===== config.mk =====
export PLATFORM = sky130hd
export DESIGN_NAME = register_bank32
export DESIGN_NICKNAME = d
export VERILOG_FILES = /design/src/rtl/register_bank32.sv
export SDC_FILE = /design/constraint.sdc
export NUM_CORES = 1
export LEC_CHECK = 0
export BUFFER_PORTS_ARGS = -buffer_cell sky130_fd_sc_hd__clkbuf_2
export CAP_MARGIN = 30
export CORE_AREA = 8 8 420 422
export DETAILED_ROUTE_END_ITERATION = 12
export DIE_AREA = 0 0 428 430
export GPL_ROUTABILITY_DRIVEN = 0
export GPL_TIMING_DRIVEN = 0
export HOLD_SLACK_MARGIN = 0.15
export PLACE_DENSITY = 0.49
export SETUP_SLACK_MARGIN = 0.1
export SLEW_MARGIN = 20
export SYNTH_ARGS = -nofsm -noshare
export SYNTH_HDL_FRONTEND = slang
export SYNTH_SLANG_ARGS = --single-unit

===== constraint.sdc =====
create_clock -name clk_i -period 1.5 [get_ports clk_i]
set_input_delay 0.075 -clock clk_i [delete_from_list [all_inputs] [get_ports clk_i]]
set_output_delay 0.075 -clock clk_i [all_outputs]
set_load 0.01 [all_outputs]

===== src/rtl/register_bank32.sv =====
// 32 x WIDTH register storage; r0 reads as zero, r28/r29 reset to gp/sp pointers.
// Optional WRITE_FWD_EN: a committing write shows on its q output in the same cycle.
module register_bank32 #(
    parameter int unsigned WIDTH = 32,
    parameter int unsigned SIZE = 5,
    parameter logic [WIDTH-1:0] GP_INIT = 32'h1000_8000,
    parameter logic [WIDTH-1:0] SP_INIT = 32'h7FFF_EFFC
) (
    input  logic             clk_i,
    input  logic             rst_ni,
    input  logic             wr_en_i,
    input  logic [SIZE-1:0]  wr_addr_i,
    input  logic [WIDTH-1:0] wr_data_i,
    output logic [WIDTH-1:0] q0_o,
    output logic [WIDTH-1:0] q1_o,
    output logic [WIDTH-1:0] q2_o,
    output logic [WIDTH-1:0] q3_o,
    output logic [WIDTH-1:0] q4_o,
    output logic [WIDTH-1:0] q5_o,
    output logic [WIDTH-1:0] q6_o,
    output logic [WIDTH-1:0] q7_o,
    output logic [WIDTH-1:0] q8_o,
    output logic [WIDTH-1:0] q9_o,
    output logic [WIDTH-1:0] q10_o,
    output logic [WIDTH-1:0] q11_o,
    output logic [WIDTH-1:0] q12_o,
    output logic [WIDTH-1:0] q13_o,
    output logic [WIDTH-1:0] q14_o,
    output logic [WIDTH-1:0] q15_o,
    output logic [WIDTH-1:0] q16_o,
    output logic [WIDTH-1:0] q17_o,
    output logic [WIDTH-1:0] q18_o,
    output logic [WIDTH-1:0] q19_o,
    output logic [WIDTH-1:0] q20_o,
    output logic [WIDTH-1:0] q21_o,
    output logic [WIDTH-1:0] q22_o,
    output logic [WIDTH-1:0] q23_o,
    output logic [WIDTH-1:0] q24_o,
    output logic [WIDTH-1:0] q25_o,
    output logic [WIDTH-1:0] q26_o,
    output logic [WIDTH-1:0] q27_o,
    output logic [WIDTH-1:0] q28_o,
    output logic [WIDTH-1:0] q29_o,
    output logic [WIDTH-1:0] q30_o,
    output logic [WIDTH-1:0] q31_o,
    output logic [15:0]      wr_count_o,
    output logic [SIZE-1:0]  last_wr_addr_o
);
    localparam int unsigned NumRegs = 32;

    logic [WIDTH-1:0] regs_q [NumRegs];
    logic [WIDTH-1:0] regs_d [NumRegs];
    logic [WIDTH-1:0] rd     [NumRegs];
    logic [15:0]      wr_count_q, wr_count_d;
    logic [SIZE-1:0]  last_wr_addr_q, last_wr_addr_d;
    logic             wr_commit;

    // Writes to r0 are dropped entirely, including the bookkeeping.
    assign wr_commit = wr_en_i && (wr_addr_i != '0);

    always_comb begin
        regs_d         = regs_q;
        wr_count_d     = wr_count_q;
        last_wr_addr_d = last_wr_addr_q;
        if (wr_commit) begin
            regs_d[wr_addr_i] = wr_data_i;
            wr_count_d        = (wr_count_q == 16'hFFFF) ? wr_count_q : wr_count_q + 16'd1;
            last_wr_addr_d    = wr_addr_i;
        end
        regs_d[0] = '0;
    end

    always_ff @(posedge clk_i or negedge rst_ni) begin
        if (!rst_ni) begin
            for (int i = 0; i < NumRegs; i++) begin
                if (i == 28) begin
                    regs_q[i] <= GP_INIT;
                end else if (i == 29) begin
                    regs_q[i] <= SP_INIT;
                end else begin
                    regs_q[i] <= '0;
                end
            end
            wr_count_q     <= '0;
            last_wr_addr_q <= '0;
        end else begin
            regs_q         <= regs_d;
            wr_count_q     <= wr_count_d;
            last_wr_addr_q <= last_wr_addr_d;
        end
    end

    always_comb begin
        for (int i = 0; i < NumRegs; i++) begin
            rd[i] = regs_q[i];
`ifdef WRITE_FWD_EN
            if (rst_ni && wr_commit && (wr_addr_i == SIZE'(i))) begin
                rd[i] = wr_data_i;
            end
`endif
        end
        rd[0] = '0;
    end

    assign q0_o  = rd[0];
    assign q1_o  = rd[1];
    assign q2_o  = rd[2];
    assign q3_o  = rd[3];
    assign q4_o  = rd[4];
    assign q5_o  = rd[5];
    assign q6_o  = rd[6];
    assign q7_o  = rd[7];
    assign q8_o  = rd[8];
    assign q9_o  = rd[9];
    assign q10_o = rd[10];
    assign q11_o = rd[11];
    assign q12_o = rd[12];
    assign q13_o = rd[13];
    assign q14_o = rd[14];
    assign q15_o = rd[15];
    assign q16_o = rd[16];
    assign q17_o = rd[17];
    assign q18_o = rd[18];
    assign q19_o = rd[19];
    assign q20_o = rd[20];
    assign q21_o = rd[21];
    assign q22_o = rd[22];
    assign q23_o = rd[23];
    assign q24_o = rd[24];
    assign q25_o = rd[25];
    assign q26_o = rd[26];
    assign q27_o = rd[27];
    assign q28_o = rd[28];
    assign q29_o = rd[29];
    assign q30_o = rd[30];
    assign q31_o = rd[31];

    assign wr_count_o     = wr_count_q;
    assign last_wr_addr_o = last_wr_addr_q;

endmodule


==> out/metrics.cfg, run 1 <==
[timing]
tightestPinTransition_ns = 1.03
clock.fmax_mhz = 590
max_slew_margin_pct = 31.2
period_needed_ns = 1.70
drv_slew = 0
rsz0062_at_grt = yes
report.final.hold_viol_count = 246
worst_slack_ns = -0.196
period_share_pct = 113
tns_ns = -2.18
fin_worst_skew_ns = 0.00743
hold_ws_ns = -0.755
finalSetupViolCount = 20

[min_path]
hp-class = in2async

[power_and_ir_drop]
p_leak_nw = 27.7
power_density_nw_per_um2 = 1550
power.share.clock_pct = 33.4
p_int_mw = 61.5
swShare_pct = 29.6
netSwitchingPower_mw = 25.9
pwr-share-comb_pct = 25.2
total_power_mw = 87.4
ir_worst_vdd_v = 0.00104
seq_power_share_pct = 41.3

[logic_synthesis]
netlist_top_cells_area = dfrtp_1 63%, mux2_2 26%, mux2_4 2.3%
yosysMostFrequentCell = dfrtp_1
yosys.area_share.simple_pct = 1.68
synthCells = 2349
synth_top_area_share_pct = 63.2
avgSynthCellArea_um2 = 16.6
synthXorXnorAreaFrac_pct = 0.293
synth_edf_count = 0
synth_commonest_cells = 983 x dfrtp_1, 910 x mux2_2, 96 x clkbuf_1, 71 x buf_2, 60 x mux2_4
synth.largest_area_cell = dfrtp_1
ys_types = 41
synth_ff_type = dfrtp_1
yosysSeqAreaShare_pct = 65.2
yosysWarningCount = 0
synth_top_family_by_area = multiplexers
synth_area_um2 = 38900
synth_compound_area_share_pct = 0.0965
synth.area.mux_share_pct = 29.3
ys_ff_latch = 1013
async_flop_share_pct = 100
synthAdderAreaFrac_pct = 0.0322

[clock_tree]
insertion_delay_ns = 0.75
htreeDepth = 3
cts_buffers = 114
root_buffer = clkbuf_16
cts_tree = built
cts_sinks = 1013
cts.path.max_buffers = 3
clkTransAtPathRegs_ns = 0.06

[setup_path]
cp.required_ns = 2.12
critical-path-max-stage-delay_ns = 0.41
crit_family = simple AND/OR/NAND/NOR gates
critical-path-slowest-cell = nor4_4
setup.worst_path.class = reg2reg
reg2reg_slack_ns = -0.20
crit_top_cell = buf_4
crit_fanout = 5
endpoint_kind = register
cp.arrival_ns = 2.32
worst_setup_path_start_kind = register
crit_path_cell_trace = nand4_1, buf_4, nor4_4, buf_4, nor4_1, xor2_1
path_buf_inv = 2

[routing]
first_iter_violations = 1414
drt-total-wl_um = 168000
post_drt_wl_per_cell_um = 27.5
route.detailed.drc = 0
dr.pass1.iters = 7
ant_nets = 0
routed_via_density = 4.23
vias = 25900

[status]
violations = hold timing, setup timing
outcome = finished, violations left

[run]
max-cap-violations = 0

[die]
fp-row-count = 152
die_area_um2 = 184000
die_y_um = 430
fp.dieW_um = 428
core_um2 = 170000
io_pins = 1085
start_util_pct = 22.9

[global_routing]
use_met1_pct = 20.0
met3_usage_pct = 4.34
grt.busiest_layer = met2
use_met2_pct = 31.2
overflow = 0
grt_pass1_wl_um = 227000
grt_pass1_vias = 26400
grtUsageTotal_pct = 17.4
grt_max_degree = 85
antenna_found_initial = 17

[finish]
stdcell_count = 6131
syn2layout_area_growth_pct = 44.6
final_nets = 3830
drive_above_1_share_pct = 66.9
finish.utilization_pct = 33.0
nFillCells = 16900

[placement]
place_hpwl_um = 126000
io_buffers = 1047
dp_cells = 5681

==> layer usage <==
layer,up-vias,wire length [um]
li1,11100,-
met1,13800,64700
met2,850,87200
met3,247,9610
met4,2,6850
met5,-,13
==> per-stage QoR <==
| step | worst slack, ns | cell area [um^2] | hold WS, ns |
|---|---|---|---|
| 2_1_floorplan | -0.102 | 39300 | -0.221 |
| 3_3_place_gp | -27.82 | 47300 | 0.352 |
| 3_5_place_dp | -1.10 | 47800 | 0.103 |
| 4_1_cts | -0.124 | 54600 | -0.861 |
| 5_1_grt | -0.265 | 56200 | -0.805 |
| 6_report | -0.196 | 56200 | -0.755 |
==> layout make-up <==
| class | instances | area (um^2) | share of cell area [%] |
|---|---|---|---|
| multi-input cells | 1139 | 12800 | 22.7 |
| repair buffers | 1293 | 10000 | 17.8 |
| well taps | 2233 | 2790 | 4.97 |
| clock buffers | 177 | 3450 | 6.14 |
| flip-flops and latches | 1013 | 25400 | 45.1 |
| diodes | 9 | 22.5 | 0.0400 |
| plain buffers | 227 | 1290 | 2.29 |
| clock inverters | 39 | 498 | 0.885 |
| inverters | 1 | 6.26 | 0.0111 |
==> kinds of logic after synthesis <==
kind of cell             after synthesis
XOR/XNOR                              13
other                                  1
buffers and inverters                228
flip-flops                          1013
multiplexers                         994
AND/OR/NAND/NOR                       94
AO/OA/AOI/OAI                          5
adder cells (fa/ha/maj)                1
==> layout by cell type (no fill, tap or decap), types with 21 or more instances in the layout <==
master         netlist  routed
dfrtp_1            983     978
buf_6                1     142
clkinv_2             0      21
dfstp_2             30      30
buf_8                9      57
buf_2               71      77
clkbuf_16            0     119
clkbuf_8             0     156
nand2_1             32      30
dlygate4sd3_1        0      68
clkbuf_1            96     122
buf_4               47     192
mux2_1              24      24
mux2_2             910     849
mux2_4              60     121
clkbuf_2             0     744
conb_1               1      32
==> power by group through the flow <==
| stage | sequential (mW) | clock, mW | combinational [mW] |
|---|---|---|---|
| finish | 36.1 | 29.2 | 22.1 |
| detailed placement | 36.3 | 0 | 18.6 |
| floorplan | 38.5 | 0 | 5.67 |
| global placement | 36.3 | 0 | 18.1 |
| global route | 36.8 | 31.2 | 23.2 |
| CTS | 35.9 | 30.2 | 21.0 |
==> worst paths after layout <==
path                                from       endpoint  depth (start not counted)
max                        wr_count_o[6]  wr_count_o[5]                          6
min                               rst_ni      q20_o[13]                          1
max reg2reg                wr_count_o[6]  wr_count_o[5]                          6
min reg2reg                    q14_o[30]      q14_o[30]                          1
max in group asynchronous         rst_ni      q29_o[23]                          5
min in group clk_i          wr_addr_i[2]      q12_o[31]                          4
==> worst reg2reg max path, delay by kind of cell, from the launching register on <==
| family | cells | cell delay, ns |
|---|---|---|
| buffers and inverters | 2 | 0.39 |
| flip-flops | 1 | 0.39 |
| XOR/XNOR | 1 | 0.16 |
| AND/OR/NAND/NOR | 3 | 0.63 |
==> timing repair <==
item	4_1_cts	5_1_grt
cloned	1	3
buffers inserted	82	68
endpoints found under the hold margin	956	405
pin swaps	11	17
gates resized for setup	319	452
endpoints found under the setup margin	1142	1243
hold buffers	64	6
Power figures use the tool's default switching activity.
==> inputs of run 2 (changes only) <==
CORE_AREA = 8 8 411 413   (was 8 8 420 422)
DIE_AREA = 0 0 419 421   (was 0 0 428 430)
clock period = 1.7 ns   (was 1.5 ns; I/O delays follow)
==> run 2 against run 1 <==
Against the previous run:
- the flow still finishes with violations (hold timing, setup timing)
- wire length shrank 1.7%
- sequential power down 12%
- clock power is 12% lower
==> out/metrics.cfg, run 2 (same netlist as run 1, synthesis figures left out) <==
[status]
outcome = finished, violations left
violations = hold timing, setup timing

[clock_tree]
cts_tree = built
htreeDepth = 3  ; unchanged
cts_sinks = 1013  ; unchanged
clkTransAtPathRegs_ns = 0.06  ; about the same
insertion_delay_ns = 0.73  ; -0.02 ns
root_buffer = clkbuf_16
cts.path.max_buffers = 3  ; unchanged
cts_buffers = 116  ; +1.8%

[power_and_ir_drop]
total_power_mw = 73.7  ; -16%
p_leak_nw = 26.3  ; -4.9%
power_density_nw_per_um2 = 1390  ; -10%
ir_worst_vdd_v = 0.000928  ; -10%

[setup_path]
reg2regPathDepth = 5  ; -1
cp.required_ns = 2.29  ; +0.17 ns
reg2reg_slack_ns = 0.04  ; +0.24 ns
path_buf_inv = 2  ; unchanged
crit_path_cell_trace = buf_2, nand3b_1, nor2_4, dlygate4sd3_1, mux2_2
crit_cells = 5  ; -1
crit_family = simple AND/OR/NAND/NOR gates
worst_setup_path_start_kind = input port
critical-path-max-stage-delay_ns = 0.76  ; +0.35 ns
endpoint = q29_o[0]
crit_start = wr_addr_i[1]
setup.worst_path.class = in2reg
crit_fanout = 8  ; +3
cp.arrival_ns = 2.33  ; about the same
r2r_end = wr_count_o[11]
reg2reg_from = wr_count_o[2]
endpoint_kind = register
critical-path-slowest-cell = dlygate4sd3_1

[global_routing]
grt_max_degree = 89  ; +4.7%
antenna_found_initial = 19  ; +2
grt_pass1_wl_um = 226000  ; -0.29%
grtUsageTotal_pct = 18.1  ; +0.65 points
overflow = 0  ; unchanged
grt_pass1_vias = 26500  ; +0.31%

[finish]
nFillCells = 16300  ; -3.6%
stdcell_area_um2 = 52900  ; -6.0%
final_cell_mix = 1,040 x clkbuf_2, 975 x dfrtp_1, 910 x mux2_2
final_nets = 3721  ; -2.8%
syn2layout_area_growth_pct = 35.9
final_common_cell = clkbuf_2
finish.utilization_pct = 32.6  ; -0.41 points
drive_above_1_share_pct = 65.7  ; -1.2 points
stdcell_count = 5962  ; -2.8%

[placement]
place_area_um2 = 47500  ; -0.69%
place_hpwl_um = 125000  ; -0.51%
io_buffers = 1047  ; unchanged
dp_cells = 5624  ; -1.0%

[die]
core_um2 = 162000  ; -4.8%
fp.dieW_um = 419  ; -2.1%
die_y_um = 421  ; -2.1%
io_pins = 1085  ; unchanged
die_area_um2 = 176000  ; -4.2%
fp-row-count = 148  ; -2.6%
start_util_pct = 24.0  ; +1.2 points

[routing]
routed_via_density = 4.25  ; +0.54%
route.detailed.drc = 0  ; unchanged
first_iter_violations = 1389  ; -1.8%
dr.pass1.iters = 5  ; -2
drt-total-wl_um = 165000  ; -1.7%
ant_nets = 0  ; unchanged
vias = 25400  ; -2.2%
post_drt_wl_per_cell_um = 27.8  ; +1.1%

[timing]
worst_slack_ns = -0.0325  ; +0.163 ns
tns_ns = -0.0325  ; +2.15 ns
clock.fmax_mhz = 577
tightestPinTransition_ns = 1.10  ; +0.0714 ns
drv_slew = 0  ; unchanged
max_slew_margin_pct = 26.5  ; -4.8 points
period_share_pct = 102
finalSetupViolCount = 1  ; -95%
hold_ws_ns = -0.441  ; +0.313 ns
period_needed_ns = 1.73
fin_worst_skew_ns = 0.0341  ; +0.0267 ns
report.final.hold_viol_count = 152  ; -38%
rsz0062_at_grt = yes

[min_path]
hp-class = in2async

[run]
max-cap-violations = 0  ; unchanged

==> run 2: cell count changes in the layout (fill, tap and decap cells not counted), sizes merged, moves of 2 or more <==
cell | previous run | this run
buf | 485 | 191
clkbuf | 1141 | 1310
dlygate4sd3 | 68 | 75
clkinv | 27 | 30
inv | 4 | 7
diode | 9 | 11
dlymetal6s4s | 2 | 0
==> run 2: worst min-delay path by stage <==
stage                  from           endpoint  slack, ns  depth (start not counted)
floorplan            rst_ni  last_wr_addr_o[0]      -0.21                          0
global placement    wr_en_i  last_wr_addr_o[0]       0.37                          3
detailed placement   rst_ni          q10_o[27]    -0.0006                          1
CTS                  rst_ni           q7_o[21]      -0.72                          3
global route         rst_ni           q3_o[25]      -0.50                          5
finish               rst_ni           q3_o[25]      -0.44                          5
==> run 2: layout make-up <==
class | instances | area [um^2] | share of cell area [%]
clock inverter | 45 | 546 | 1.03
clock buffer | 169 | 3400 | 6.44
timing repair buffer | 1182 | 7020 | 13.3
buffer | 227 | 1280 | 2.42
inverter | 1 | 6.26 | 0.0118
tap | 2175 | 2720 | 5.15
multi-input combinational | 1139 | 12500 | 23.6
sequential | 1013 | 25400 | 48.0
antenna | 11 | 27.5 | 0.0521
==> run 2: per-layer routing <==
metal	global-route usage, %	vias to the layer above	wire length (um)
li1	-	10900	-
met4	6.68	2	6590
met5	0	-	13
met1	21.0	13500	64500
met3	4.15	236	8810
met2	32.2	735	85500
==> run 2: where the power goes <==
part	internal (mW)	leakage, nW	switching, mW
logic	7.30	11.5	9.14
clock network	15.0	1.95	10.6
registers	29.0	12.9	2.64
==> run 2: repair_timing <==
action                                 CTS  global route
setup buffers                            7            22
hold buffers                            75             4
endpoints found under the hold margin  639           274
setup endpoints to repair              119           230
resized for setup                       20            28
gates cloned                             2             3
pin swaps                                5            11
==> run 2: stage by stage <==
stage               hold WS, ns  setup WS [ns]
global placement          0.367         -27.32
detailed placement    -0.000624         -0.888
finish                   -0.441        -0.0325
floorplan                -0.211         0.0965
CTS                      -0.717         0.0462
global route             -0.501        -0.0202
==> run 2: worst reg2reg max path, stage by stage, from the launching register on <==
cell and delay, ns:
dfrtp_2 0.44, nand3_1 0.20, a2111o_1 0.46, buf_6 0.16, nor3b_2 0.19, xor2_1 0.15
==> inputs of run 3 (changes only) <==
CTS_BUF_LIST = sky130_fd_sc_hd__clkbuf_8 sky130_fd_sc_hd__clkbuf_16   (was default)
==> run 3 against run 2 <==
Against the previous run:
- the flow still finishes with violations (hold timing, setup timing)
- combinational power barely moved
- clock power barely moved
- sequential power barely moved
- critical endpoint unchanged
- largest cell class unchanged
==> out/metrics.cfg, run 3 (same netlist as run 1, synthesis figures left out) <==
[status]
outcome = finished, violations left
violations = hold timing, setup timing

[setup_path]
endpoint_kind = register
setup.worst_path.class = in2reg
cp.arrival_ns = 2.34  ; about the same
crit_family = simple AND/OR/NAND/NOR gates
path_buf_inv = 2  ; unchanged
cp.required_ns = 2.29  ; about the same
crit_fanout = 8  ; unchanged
critical-path-slowest-cell = dlygate4sd3_1
worst_setup_path_start_kind = input port
crit_path_cell_trace = buf_2, nand3b_1, nor2_4, dlygate4sd3_1, mux2_2
critical-path-max-stage-delay_ns = 0.75  ; about the same

[die]
start_util_pct = 24.0  ; unchanged
core_um2 = 162000  ; unchanged
fp.dieW_um = 419  ; unchanged
io_pins = 1085  ; unchanged
die_y_um = 421  ; unchanged
fp-row-count = 148  ; unchanged
die_area_um2 = 176000  ; unchanged

[routing]
ant_nets = 0  ; unchanged
post_drt_wl_per_cell_um = 27.8  ; about the same
routed_via_density = 4.26  ; about the same
first_iter_violations = 1411  ; +1.6%
dr.pass1.iters = 5  ; unchanged
route.detailed.drc = 0  ; unchanged
vias = 25400  ; +0.035%
drt-total-wl_um = 166000  ; about the same

[placement]
place_area_um2 = 47500  ; unchanged
place_ws_ns = -0.888  ; unchanged
io_buffers = 1047  ; unchanged
place_hpwl_um = 125000  ; unchanged

[timing]
finalSetupViolCount = 1  ; unchanged
period_needed_ns = 1.74  ; +0.0114 ns
tightestPinTransition_ns = 1.10  ; -0.00223 ns
period_share_pct = 103  ; +0.67 points
worst_slack_ns = -0.0439  ; -0.0114 ns
rsz0062_at_grt = yes
fin_worst_skew_ns = 0.0308  ; -0.00324 ns
hold_ws_ns = -0.442  ; -0.000614 ns
max_slew_margin_pct = 26.6  ; +0.15 points
clock.fmax_mhz = 573  ; -0.66%
drv_slew = 0  ; unchanged
report.final.hold_viol_count = 152  ; unchanged

[clock_tree]
root_buffer = clkbuf_16
insertion_delay_ns = 0.73  ; about the same
cts.path.max_buffers = 3  ; unchanged
cts_sinks = 1013  ; unchanged
cts_buffers = 116  ; unchanged
clkTransAtPathRegs_ns = 0.06  ; about the same
htreeDepth = 3  ; unchanged
cts_tree = built

[power_and_ir_drop]
p_leak_nw = 26.4  ; +0.39%
ir_worst_vdd_v = 0.000928  ; about the same
total_power_mw = 73.6  ; -0.15%
power_density_nw_per_um2 = 1390  ; -0.14%

[finish]
syn2layout_area_growth_pct = 35.9  ; about the same
nFillCells = 16300  ; +0.012%
finish.utilization_pct = 32.6  ; about the same
multi_input_area_um2 = 12500  ; unchanged
final_cell_mix = 1,040 x clkbuf_2, 975 x dfrtp_1, 910 x mux2_2
final_common_cell = clkbuf_2
stdcell_area_um2 = 52900  ; about the same
register_area_um2 = 25400  ; unchanged
final_nets = 3721  ; unchanged
drive_above_1_share_pct = 65.7  ; unchanged

[global_routing]
grt_pass1_vias = 26500  ; -0.0038%
grt_max_degree = 89  ; unchanged
grtUsageTotal_pct = 18.1  ; unchanged
grt_pass1_wl_um = 226000  ; unchanged
overflow = 0  ; unchanged
antenna_found_initial = 19  ; unchanged

[min_path]
hp-class = in2async

[run]
max-cap-violations = 0  ; unchanged

run 3: cell count changes in the layout (fill, tap and decap cells not counted):
cell,delta
inv_1,+25
clkbuf_1,-25
diode_2,-2
run 3: final cells by class:
class / count / area share [%]
Antenna cell: 9 / 0.0426
Buffer: 227 / 2.42
Clock buffer: 144 / 6.26
Clock inverter: 70 / 1.21
Inverter: 1 / 0.0118
Multi-Input combinational cell: 1139 / 23.6
Sequential cell: 1013 / 48.0
Tap cell: 2175 / 5.15
Timing Repair Buffer: 1182 / 13.3
run 3: through the flow:
stage | setup TNS [ns] | cells
2_1_floorplan | 0 | 2380
3_3_place_gp | - | 5602
3_5_place_dp | -507.94 | 5624
4_1_cts | 0 | 5922
5_1_grt | -0.0798 | 5954
6_report | -0.0439 | 5960
run 3: where the power goes:
part | leakage (nW) | switching (mW) | internal (mW) | total (mW)
Combinational | 11.5 | 9.15 | 7.30 | 16.5
Clock | 2.05 | 10.7 | 14.9 | 25.5
Sequential | 12.9 | 2.65 | 29.0 | 31.6
run 3: path summary, 6_finish.rpt:
path                            slack (ns)          start        endpoint  depth (start not counted)
worst max-delay path                 -0.04   wr_addr_i[1]        q29_o[0]                          5
worst min-delay path                 -0.44         rst_ni        q3_o[25]                          5
worst max register to register        0.04  wr_count_o[2]  wr_count_o[11]                          5
worst min register to register        0.48      q14_o[17]       q14_o[17]                          1
max in group asynchronous             0.17         rst_ni       q29_o[10]                         10
min in group clk_i                    0.12   wr_addr_i[2]        q14_o[0]                          4
run 3: worst reg2reg max path: stages (launching register included):
cell and delay [ns]:
dfrtp_2 0.45, nand3_1 0.20, a2111o_1 0.46, buf_6 0.16, nor3b_2 0.19, xor2_1 0.15
run 3: routing by layer:
| metal | wire, um | GRT usage (%) | up-vias |
|---|---|---|---|
| met5 | 13 | 0 | - |
| li1 | - | - | 10800 |
| met4 | 6690 | 6.68 | 2 |
| met1 | 64200 | 21.0 | 13500 |
| met2 | 85600 | 32.2 | 756 |
| met3 | 9050 | 4.15 | 230 |
run 3: repair_timing:
item | 4_1_cts | 5_1_grt
hold endpoints to repair | 640 | 274
resized for setup | 20 | 28
hold buffers | 75 | 4
setup buffers | 7 | 22
cloned | 2 | 3
pin swaps | 5 | 11
endpoints found under the setup margin | 119 | 230
